[config.mk]
export PLATFORM = sky130hd
export DESIGN_NAME = iotdf_param_filter
export DESIGN_NICKNAME = d
export VERILOG_FILES = /design/src/rtl/iotdf_param_filter.sv
export SDC_FILE = /design/constraint.sdc
export NUM_CORES = 2
export LEC_CHECK = 0
export CORE_MARGIN = 2
export CORE_UTILIZATION = 53
export DETAILED_ROUTE_END_ITERATION = 16
export DONT_BUFFER_PORTS = 1
export PLACE_DENSITY = 0.68
export SETUP_SLACK_MARGIN = 0.2
export SLEW_MARGIN = 20
export SYNTH_ARGS = -nofsm -noshare
export SYNTH_HDL_FRONTEND = slang
export SYNTH_SLANG_ARGS = --single-unit
[constraint.sdc]
create_clock -name clk -period 7.6 [get_ports clk]
set_input_delay 1.14 -clock clk [delete_from_list [all_inputs] [get_ports clk]]
set_output_delay 1.14 -clock clk [all_outputs]
set_load 0.03 [all_outputs]
[src/rtl/iotdf_param_filter.sv]
// iotdf_param_filter: IoT batch data filter.
// Shifts IN_W-bit beats MSB-first into DATA_W-bit words, groups N_WORDS words
// into a batch and reports Max/Min/Avg/Extract/Exclude/PeakMax/PeakMin results.
// Function select and range bounds are captured on the first beat of each batch.
module iotdf_param_filter #(
  parameter int DATA_W  = 128,
  parameter int IN_W    = 8,
  parameter int N_WORDS = 8
) (
  input  logic              clk,
  input  logic              rst,
  input  logic              in_en,
  input  logic [IN_W-1:0]   iot_in,
  input  logic [2:0]        fn_sel,
  input  logic [DATA_W-1:0] ext_lo,
  input  logic [DATA_W-1:0] ext_hi,
  output logic              busy,
  output logic              valid,
  output logic [DATA_W-1:0] iot_out
);

  localparam int BEATS = DATA_W / IN_W;
  localparam int LOG_N = $clog2(N_WORDS);
  localparam int BC_W  = (BEATS > 1) ? $clog2(BEATS) : 1;
  localparam int SUM_W = DATA_W + LOG_N;

  localparam logic [BC_W-1:0]  LAST_BEAT = BC_W'(BEATS - 1);
  localparam logic [LOG_N-1:0] LAST_WORD = LOG_N'(N_WORDS - 1);

  localparam logic [2:0] FN_MAX  = 3'd1;
  localparam logic [2:0] FN_MIN  = 3'd2;
  localparam logic [2:0] FN_AVG  = 3'd3;
  localparam logic [2:0] FN_EXT  = 3'd4;
  localparam logic [2:0] FN_EXC  = 3'd5;
  localparam logic [2:0] FN_PMAX = 3'd6;
  localparam logic [2:0] FN_PMIN = 3'd7;

  typedef enum logic [1:0] {
    S_IDLE  = 2'd0,
    S_ACC   = 2'd1,
    S_FLUSH = 2'd2
  } state_t;

  state_t state, state_next;

  logic [BC_W-1:0]   beat_cnt;
  logic [LOG_N-1:0]  word_cnt;
  logic [DATA_W-1:0] word_r;
  logic [2:0]        fn_r;
  logic [DATA_W-1:0] lo_r;
  logic [DATA_W-1:0] hi_r;
  logic [DATA_W-1:0] run_max;
  logic [DATA_W-1:0] run_min;
  logic [SUM_W-1:0]  sum_r;
  logic [DATA_W-1:0] peak_r;
  logic              peak_ok;
  logic [2:0]        prev_fn;
  logic              valid_r;
  logic [DATA_W-1:0] out_r;

  logic              accept;
  logic              first_beat;
  logic              first_word;
  logic              word_done;
  logic              batch_done;
  logic [2:0]        eff_fn;
  logic [DATA_W-1:0] eff_lo;
  logic [DATA_W-1:0] eff_hi;
  logic [DATA_W-1:0] w;
  logic [DATA_W-1:0] max_new;
  logic [DATA_W-1:0] min_new;
  logic [SUM_W-1:0]  sum_new;
  logic              history;
  logic              fire;
  logic [DATA_W-1:0] res;

  // Handshake, word assembly and running batch statistics for the current beat
  always_comb begin
    accept     = in_en & (state != S_FLUSH);
    first_beat = (beat_cnt == {BC_W{1'b0}}) && (word_cnt == {LOG_N{1'b0}});
    first_word = (word_cnt == {LOG_N{1'b0}});
    word_done  = accept && (beat_cnt == LAST_BEAT);
    batch_done = word_done && (word_cnt == LAST_WORD);
    // The first beat of a batch uses the live selectors, later beats the latched ones
    eff_fn     = first_beat ? fn_sel : fn_r;
    eff_lo     = first_beat ? ext_lo : lo_r;
    eff_hi     = first_beat ? ext_hi : hi_r;
    w          = (word_r << IN_W) | DATA_W'(iot_in);
    if (first_word) begin
      max_new = w;
      min_new = w;
      sum_new = {{LOG_N{1'b0}}, w};
    end else begin
      max_new = (w > run_max) ? w : run_max;
      min_new = (w < run_min) ? w : run_min;
      sum_new = sum_r + {{LOG_N{1'b0}}, w};
    end
    history = peak_ok && (eff_fn == prev_fn);
  end

  // Result selection: which function reports and with what value on this beat
  always_comb begin
    fire = 1'b0;
    res  = {DATA_W{1'b0}};
    case (eff_fn)
      FN_MAX: begin
        fire = batch_done;
        res  = max_new;
      end
      FN_MIN: begin
        fire = batch_done;
        res  = min_new;
      end
      FN_AVG: begin
        fire = batch_done;
        res  = sum_new[SUM_W-1:LOG_N];
      end
      FN_EXT: begin
        fire = word_done && (eff_lo < w) && (w < eff_hi);
        res  = w;
      end
      FN_EXC: begin
        fire = word_done && ((w < eff_lo) || (w > eff_hi));
        res  = w;
      end
      FN_PMAX: begin
        fire = batch_done && (!history || (max_new > peak_r));
        res  = max_new;
      end
      FN_PMIN: begin
        fire = batch_done && (!history || (min_new < peak_r));
        res  = min_new;
      end
      default: begin
        fire = 1'b0;
        res  = {DATA_W{1'b0}};
      end
    endcase
  end

  // FSM state register
  always_ff @(posedge clk) begin
    if (rst) begin
      state <= S_IDLE;
    end else begin
      state <= state_next;
    end
  end

  // FSM next-state: a batch runs IDLE -> ACC -> FLUSH for one cycle -> IDLE
  always_comb begin
    state_next = state;
    case (state)
      S_IDLE: begin
        if (batch_done) begin
          state_next = S_FLUSH;
        end else if (accept) begin
          state_next = S_ACC;
        end else begin
          state_next = S_IDLE;
        end
      end
      S_ACC: begin
        if (batch_done) begin
          state_next = S_FLUSH;
        end else begin
          state_next = S_ACC;
        end
      end
      S_FLUSH: begin
        state_next = S_IDLE;
      end
      default: begin
        state_next = S_IDLE;
      end
    endcase
  end

  // FSM outputs: the source is stalled only during the flush cycle
  always_comb begin
    if (state == S_FLUSH) begin
      busy = 1'b1;
    end else begin
      busy = 1'b0;
    end
  end

  // Beat/word counters, shift register and per-batch selector capture
  always_ff @(posedge clk) begin
    if (rst) begin
      beat_cnt <= {BC_W{1'b0}};
      word_cnt <= {LOG_N{1'b0}};
      word_r   <= {DATA_W{1'b0}};
      fn_r     <= 3'd0;
      lo_r     <= {DATA_W{1'b0}};
      hi_r     <= {DATA_W{1'b0}};
    end else if (accept) begin
      word_r <= w;
      if (first_beat) begin
        fn_r <= fn_sel;
        lo_r <= ext_lo;
        hi_r <= ext_hi;
      end
      if (beat_cnt == LAST_BEAT) begin
        beat_cnt <= {BC_W{1'b0}};
        if (word_cnt == LAST_WORD) begin
          word_cnt <= {LOG_N{1'b0}};
        end else begin
          word_cnt <= word_cnt + LOG_N'(1);
        end
      end else begin
        beat_cnt <= beat_cnt + BC_W'(1);
      end
    end
  end

  // Running max/min/sum, restarted by the first word of every batch
  always_ff @(posedge clk) begin
    if (rst) begin
      run_max <= {DATA_W{1'b0}};
      run_min <= {DATA_W{1'b0}};
      sum_r   <= {SUM_W{1'b0}};
    end else if (word_done) begin
      run_max <= max_new;
      run_min <= min_new;
      sum_r   <= sum_new;
    end
  end

  // Peak history; only survives consecutive peak batches of the same function
  always_ff @(posedge clk) begin
    if (rst) begin
      peak_r  <= {DATA_W{1'b0}};
      peak_ok <= 1'b0;
      prev_fn <= 3'd0;
    end else if (batch_done) begin
      prev_fn <= eff_fn;
      if ((eff_fn == FN_PMAX) || (eff_fn == FN_PMIN)) begin
        peak_ok <= 1'b1;
        if (fire) begin
          peak_r <= res;
        end
      end else begin
        peak_ok <= 1'b0;
      end
    end
  end

  // Registered result: one-cycle valid pulse, data held until the next result
  always_ff @(posedge clk) begin
    if (rst) begin
      valid_r <= 1'b0;
      out_r   <= {DATA_W{1'b0}};
    end else begin
      valid_r <= fire;
      if (fire) begin
        out_r <= res;
      end
    end
  end

  assign valid   = valid_r;
  assign iot_out = out_r;

endmodule
Word-level counts from Yosys, hierarchy flattened
Index checks and enable logic that the tools add are counted.
{"block": "word_totals", "elab_cells": 82, "reg_bits": 1036, "output_inout_bits": 130, "input_bits": 270}
{"block": "op_classes", "n_bitwise": 2, "n_lt_le_gt_ge": 8, "reduce_logical": 23, "mux": 18, "addsub": 3, "n_eq_ne": 13}
{"cell": "$mux 128", "count": 6}
{"cell": "$lt 128x128->1", "count": 5}
{"cell": "$pmux 128 s4", "count": 1}
{"cell": "$gt 128x128->1", "count": 3}
{"cell": "$add 131x128->131", "count": 1}
{"cell": "$mux 131", "count": 1}
{"cell": "$or 128x8->128", "count": 1}
{"cell": "$eq 3x3->1 const B", "count": 5}
{"cell": "$logic_and 1x1->1", "count": 9}
{"cell": "$eq 3x2->1 const B", "count": 2}
{"cell": "$mux 3", "count": 2}
{"cell": "$reduce_or 2->1", "count": 3}
{"cell": "$pmux 1 s5", "count": 1}
{"cell": "$add 4x1->4 const B", "count": 1}
{"cell": "$eq 4x4->1 const B", "count": 1}
{"cell": "$logic_not 4->1", "count": 1}
{"cell": "$logic_or 1x1->1", "count": 4}
{"cell": "$mux 2", "count": 2}
{"cell": "$mux 4", "count": 1}
{"cell": "$pmux 2 s2", "count": 1}
{"cell": "$add 3x1->3 const B", "count": 1}
{"cell": "$eq 3x1->1 const B", "count": 1}
{"cell": "$eq 3x3->1", "count": 1}
{"cell": "$logic_not 3->1", "count": 1}
{"cell": "10 further kinds", "count": 12}

Logic depth before layout (Yosys ltp)
{"block": "depth", "word_depth": 10, "depth_mapped": 31, "depth_no_buf": 25}

Worst setup path before layout
OpenSTA, ideal clock, no wires.
{"block": "synth_timing", "path_type": "input to register", "start": "in iot_in[2]", "end": "reg peak_r[107]", "path_buffers": 5, "setup_ps": 128, "required_time_ps": 7472, "setup_slack_ps": 1310, "arrival_time_ps": 6162, "cell_stages": 28, "cell_sequence": "ha_1 or2_2 a21oi_1 o32a_1 a211oi_1 or4_1 o21a_1 o21ai_2 buf_4 buf_6 buf_4 nor2_1 a21oi_1 inv_1 ha_1 a21o_1 a21o_1 a2111oi_0 nor4_1 a211oi_1 o2111ai_1 nor2_1 o221ai_1 a21o_1 a21oi_2 clkbuf_1 buf_2 a21oi_1"}
{"block": "synth_via", "elab_chain_cells": 9, "word_cells_on_any_way": 26, "classes_between": "add/sub (1); order compare (8); mux (7); bitwise (1); reduce/logical (9)"}
{"item": "start, declared", "line": "13", "source": "input logic [IN_W-1:0] iot_in,"}
{"item": "$or 128x8->128", "line": "88", "source": "w = (word_r << IN_W) | DATA_W'(iot_in);"}
{"item": "$lt 128x128->1", "line": "95", "source": "min_new = (w < run_min) ? w : run_min;"}
{"item": "$mux 128", "line": "95"}
{"item": "$mux 128", "line": "89", "source": "if (first_word) begin"}
{"item": "named net min_new[33]", "line": "71", "source": "logic [DATA_W-1:0] min_new;"}
{"item": "$lt 128x128->1", "line": "131", "source": "fire = batch_done && (!history || (min_new < peak_r));"}
{"item": "$logic_or 1x1->1", "line": "131"}
{"item": "$logic_and 1x1->1", "line": "131"}
{"item": "$pmux 1 s5", "line": "105", "source": "case (eff_fn)"}
{"item": "$reduce_and 3->1 (no source line)"}
{"item": "end signal, assigned", "line": "233", "source": "peak_r <= {DATA_W{1'b0}};"}
{"item": "end signal, assigned", "line": "241", "source": "peak_r <= res;"}
{"item": "end, declared", "line": "55", "source": "logic [DATA_W-1:0] peak_r;"}
The timed path passes the listed nets, and every way through them passes these cells.
A chain may end at the register's enable or synchronous reset.

Worst setup path after layout
{"block": "layout_timing", "start": "reg run_min[43]", "end": "reg out_r[18] (netlist: iot_out[18])"}
{"block": "layout_via", "elab_chain_cells": 7, "word_cells_on_any_way": 8, "classes_between": "order compare (2); mux (4); reduce/logical (2)"}
{"item": "start, declared", "line": "53", "source": "logic [DATA_W-1:0] run_min;"}
{"item": "start signal, assigned", "line": "221", "source": "run_min <= {DATA_W{1'b0}};"}
{"item": "start signal, assigned", "line": "225", "source": "run_min <= min_new;"}
{"item": "$lt 128x128->1", "line": "95"}
{"item": "$mux 128", "line": "95"}
{"item": "$mux 128", "line": "89"}
{"item": "named net min_new[46]", "line": "71"}
{"item": "$lt 128x128->1", "line": "131"}
{"item": "$logic_or 1x1->1", "line": "131"}
{"item": "$logic_and 1x1->1", "line": "131"}
{"item": "$pmux 1 s5", "line": "105"}
{"item": "end signal, assigned", "line": "253", "source": "out_r <= {DATA_W{1'b0}};"}
{"item": "end signal, assigned", "line": "257", "source": "out_r <= res;"}
{"item": "end, declared", "line": "59", "source": "logic [DATA_W-1:0] out_r;"}
The timed path passes the listed nets, and every way through them passes these cells.

==> metrics.md <==
| Metric | Value |
|---|---|
| Clk slew on worst S/H paths | approximately 0.060 ns |
| Gr usage total | 40.8% |
| DR iter-0 viols | between 7000 and 8000 |
| Later-pin clock latency in the skew report | just under 0.8 ns |
| Synth Register Bits | ~1000 |
| First-pass iteration count of the detailed router | 6 |
| Clock Tree Root | clkbuf_16 |
| Die area | roughly 140000 um^2 |
| Switching Power | ~0.0038 W |
| First-pass GRT wire length | around 440000 um |
| Average size of a mapped cell | 7.98 um^2 |
| Kind of critical path | reg2reg |
| Worst slew margin | -191% |
| Initial Utilization | approximately 53% |
| Nets | 10476 |
| Yosys warnings | 0 |
| Critical Path End Type | flop |
| Port Buffer Count | 0 |
| CP peak stage delay | around 0.57 ns |
| WP data arrival | 7.80 ns |
| Vias | slightly above 70000 |
| ANT nets after route | 0 |
| Floorplan core area | ~140000 um^2 |
| Number of buffers created by CTS | around 120 |
| Via density per instance | roughly 6.4 |
| Number of cells on the worst reg-to-reg path | 30 |
| Mapped cell area | approximately 73000 um^2 |
| Final period utilization | just under 100% |
| CTS sink count | around 1000 |
| Net Count, Synth | just over 10000 |
| CTS H-tree lvls | 3 |
| Achievable Freq | between 0.1 and 0.15 GHz |
| RR Startpoint | run_min[43]$_SDFFE_PP0P_ |
| FF-to-FF End | iot_out[18]$_SDFFE_PP0P_ |
| Drt wl/cell | 26.6 um |
| Worst hold path cell count | 1 |
| Initial antenna violation count | 14 |
| CTS tree | built |
| Status | finished, violations left |
| Post-layout util | roughly 60% |
| # rows | 136 |
| Clock tree buffer depth | 3 |
| CP required | roughly 8.1 ns |
| Failing checks | slew limit |
| Fraction of layout cells with a size suffix above 1 | a little under an eighth |
| Routability cong. | around 1.0 |
| Hold_sp | state[1]$_SDFF_PP0_ |
| Setup violators final | 0 |
| Total Power | around 0.014 W |
| Vias in the first global route | ~68000 |
| Number of flops mapped to enable cells by yosys | 0 |
| Final Worst Setup Slack | approximately 0.26 ns |
| Io pins | 400 |
| Flop-to-flop setup slack | around 0.26 ns |
| Logic pwr share | about an eighth |
| Slowest-stage cell, CP | or4_1 |
| Overall die height | 375 um |
| Commonest cells after routing, fill and taps aside | nor2_1, dfxtp_1, ha_1 |
| Worst Hold End | state[0]$_SDFF_PP0_ |
| Cell Pwr Density | ~160 nW/um^2 |
| RSZ-0062 raised after global routing | yes |
| IR drop worst, VDD | 183 uV |
| Critical path's top delay family | simple AND/OR/NAND/NOR gates |
| Async set or reset register ratio after synthesis | 0% |
| Sequential area share after synthesis | 28.4% |
| Min Hold Slack | 0.473 ns |
| Tmin final | 7.34 ns |
| Die width | 375 um |
| Critical path launch point type | flop |
| Final Max Tran Viols | approximately 820 |
| Max Cap Viol | 0 |
| Critical path fanouts, max | between 50 and 60 |
| Hold WC Path Type | reg2reg |
| Commonest non-fill, non-tap cell in the layout | nor2_1 |
| Reg power frac | between 40% and 50% |
| Switching share of power | around 28% |
| Total wire length | between 200000 and 300000 um |
| DR DRC count | 0 |
| Clock network fraction of design power | around 46% |
| Ys flop type | dfxtp_1 |
| Syn Inst Count | around 9000 |
| Pre-CTS WS | -0.438 ns |
| Pleak | between 30 and 40 nW |
| Int Pwr | between 0.009 and 0.01 W |
| Largest net degree at the start of global routing | slightly below 1000 |
| Setup TNS | 0 ns |
| Final Hold Viols | 0 |
| CP bufs+invs | 8 |
| HPWL Detailed | between 200000 and 250000 um |
| Skew final | 0.0441 ns |
| Area grow syn2layout | 13.1% |
| Yosys cell types | between 90 and 100 |
| Worst slew pin tran | 4.37 ns |
| GR Overflow Total | 0 |
[stage by stage]
stage | instances | area (um^2)
after floorplan | 9152 | 73000
after global placement | 10970 | 78000
after detailed placement | 10970 | 78000
after CTS | 11192 | 82300
after global routing | 11199 | 82600
final | 11206 | 82600
[worst register-to-register path: cells and delay by family (launching register included)]
family | cells | cell delay [ns]
adders and majority gates | 2 | 0.62
AOI/OAI and AO/OA | 10 | 2.08
buffers and inverters | 8 | 1.33
muxes | 1 | 0.37
DFF | 1 | 0.34
and+or+nand+nor | 9 | 2.27
[worst max-delay path by stage]
stage                                   startpoint                        to  slack [ns]  depth (start not counted)
after detailed placement                 iot_in[2]   peak_r[39]$_SDFFE_PP0P_       -0.44                         27
final                     run_min[43]$_SDFFE_PP0P_  iot_out[18]$_SDFFE_PP0P_        0.26                         30
after global placement                   iot_in[2]  iot_out[23]$_SDFFE_PP0P_       -0.74                         26
after global routing       word_r[57]$_SDFFE_PP0P_   peak_r[13]$_SDFFE_PP0P_        0.16                         31
after floorplan                          iot_in[2]  peak_r[107]$_SDFFE_PP0P_        1.31                         28
after CTS                 run_min[63]$_SDFFE_PP0P_   peak_r[13]$_SDFFE_PP0P_        0.22                         31
[synth_stat cells (38+ instances only)]
library cell | n | area (um^2)
o221ai_1 | 40 | 350
o31ai_1 | 52 | 390
o21a_1 | 48 | 360
o211ai_1 | 82 | 616
a21oi_1 | 787 | 3940
a22oi_1 | 41 | 308
o21bai_1 | 41 | 308
nand2_1 | 690 | 2590
mux2i_1 | 360 | 3600
ha_1 | 899 | 11200
mux2_2 | 107 | 1200
a31oi_1 | 55 | 344
nor4_1 | 38 | 238
inv_1 | 573 | 2150
a211oi_1 | 734 | 5510
clkbuf_1 | 407 | 1530
xor2_1 | 49 | 429
a21o_1 | 190 | 1430
nor3_1 | 293 | 1470
buf_2 | 87 | 435
nor2_1 | 1114 | 4180
a311oi_1 | 39 | 342
o21ai_0 | 349 | 1750
nand3_1 | 122 | 611
nand4_1 | 197 | 1230
dfxtp_1 | 1036 | 20700
xnor2_1 | 73 | 639
buf_1 | 58 | 218
a221o_1 | 38 | 380
[repair_timing]
action | 4_1_cts | 5_1_grt
gates cloned | 1 | 0
setup endpoints to repair | 257 | 257
pin swaps | 2 | 7
setup buffers | 4 | 5
gates resized for setup | 5 | 43
hold buffers | 0 | 0
[power groups by stage]
stage | clock (W) | combinational [W] | sequential (W)
CTS | 0.00630 | 0.00163 | 0.00562
floorplan | 0 | 0.00108 | 0.00572
global route | 0.00649 | 0.00179 | 0.00563
finish | 0.00625 | 0.00169 | 0.00562
detailed placement | 0 | 0.00161 | 0.00573
global placement | 0 | 0.00158 | 0.00573
[state kept, by name, summed over array words and instances, names as in the netlist, 2 cells and up]
signal	flops
fn_r	3
run_max	128
word_cnt	3
word_r	120
iot_out	128
sum_r	131
lo_r	128
hi_r	128
prev_fn	3
state	2
beat_cnt	4
run_min	128
peak_r	128
[kinds of logic after synthesis]
group                    after synthesis  share of synthesized area, %
multiplexers                         467                          6.58
AO/OA/AOI/OAI                       2777                          25.4
buffers and inverters               1171                          6.48
AND/OR/NAND/NOR                     2679                          16.2
flip-flops                          1036                          28.4
adder cells (fa/ha/maj)              900                          15.4
XOR/XNOR                             122                          1.46
[per-layer routing]
| metal | wire, um | track usage, % | share of wire, % |
|---|---|---|---|
| met4 | 25700 | 30.0 | 8.6 |
| met1 | 118000 | 50.6 | 40 |
| met2 | 130000 | 63.6 | 44 |
| met3 | 23700 | 7.26 | 8.0 |
| met5 | 99 | 0 | 0.033 |
[layout make-up]
class,count,area [um^2]
antenna,9,22.5
clock buffer,157,3380
clock inverter,60,843
fill,12480,54600
inverter,573,2150
multi-input combinational,6945,47900
sequential,1036,20700
tap,1794,2240
timing repair buffer,632,5270
No activity file was read; power rests on OpenSTA's default activity.
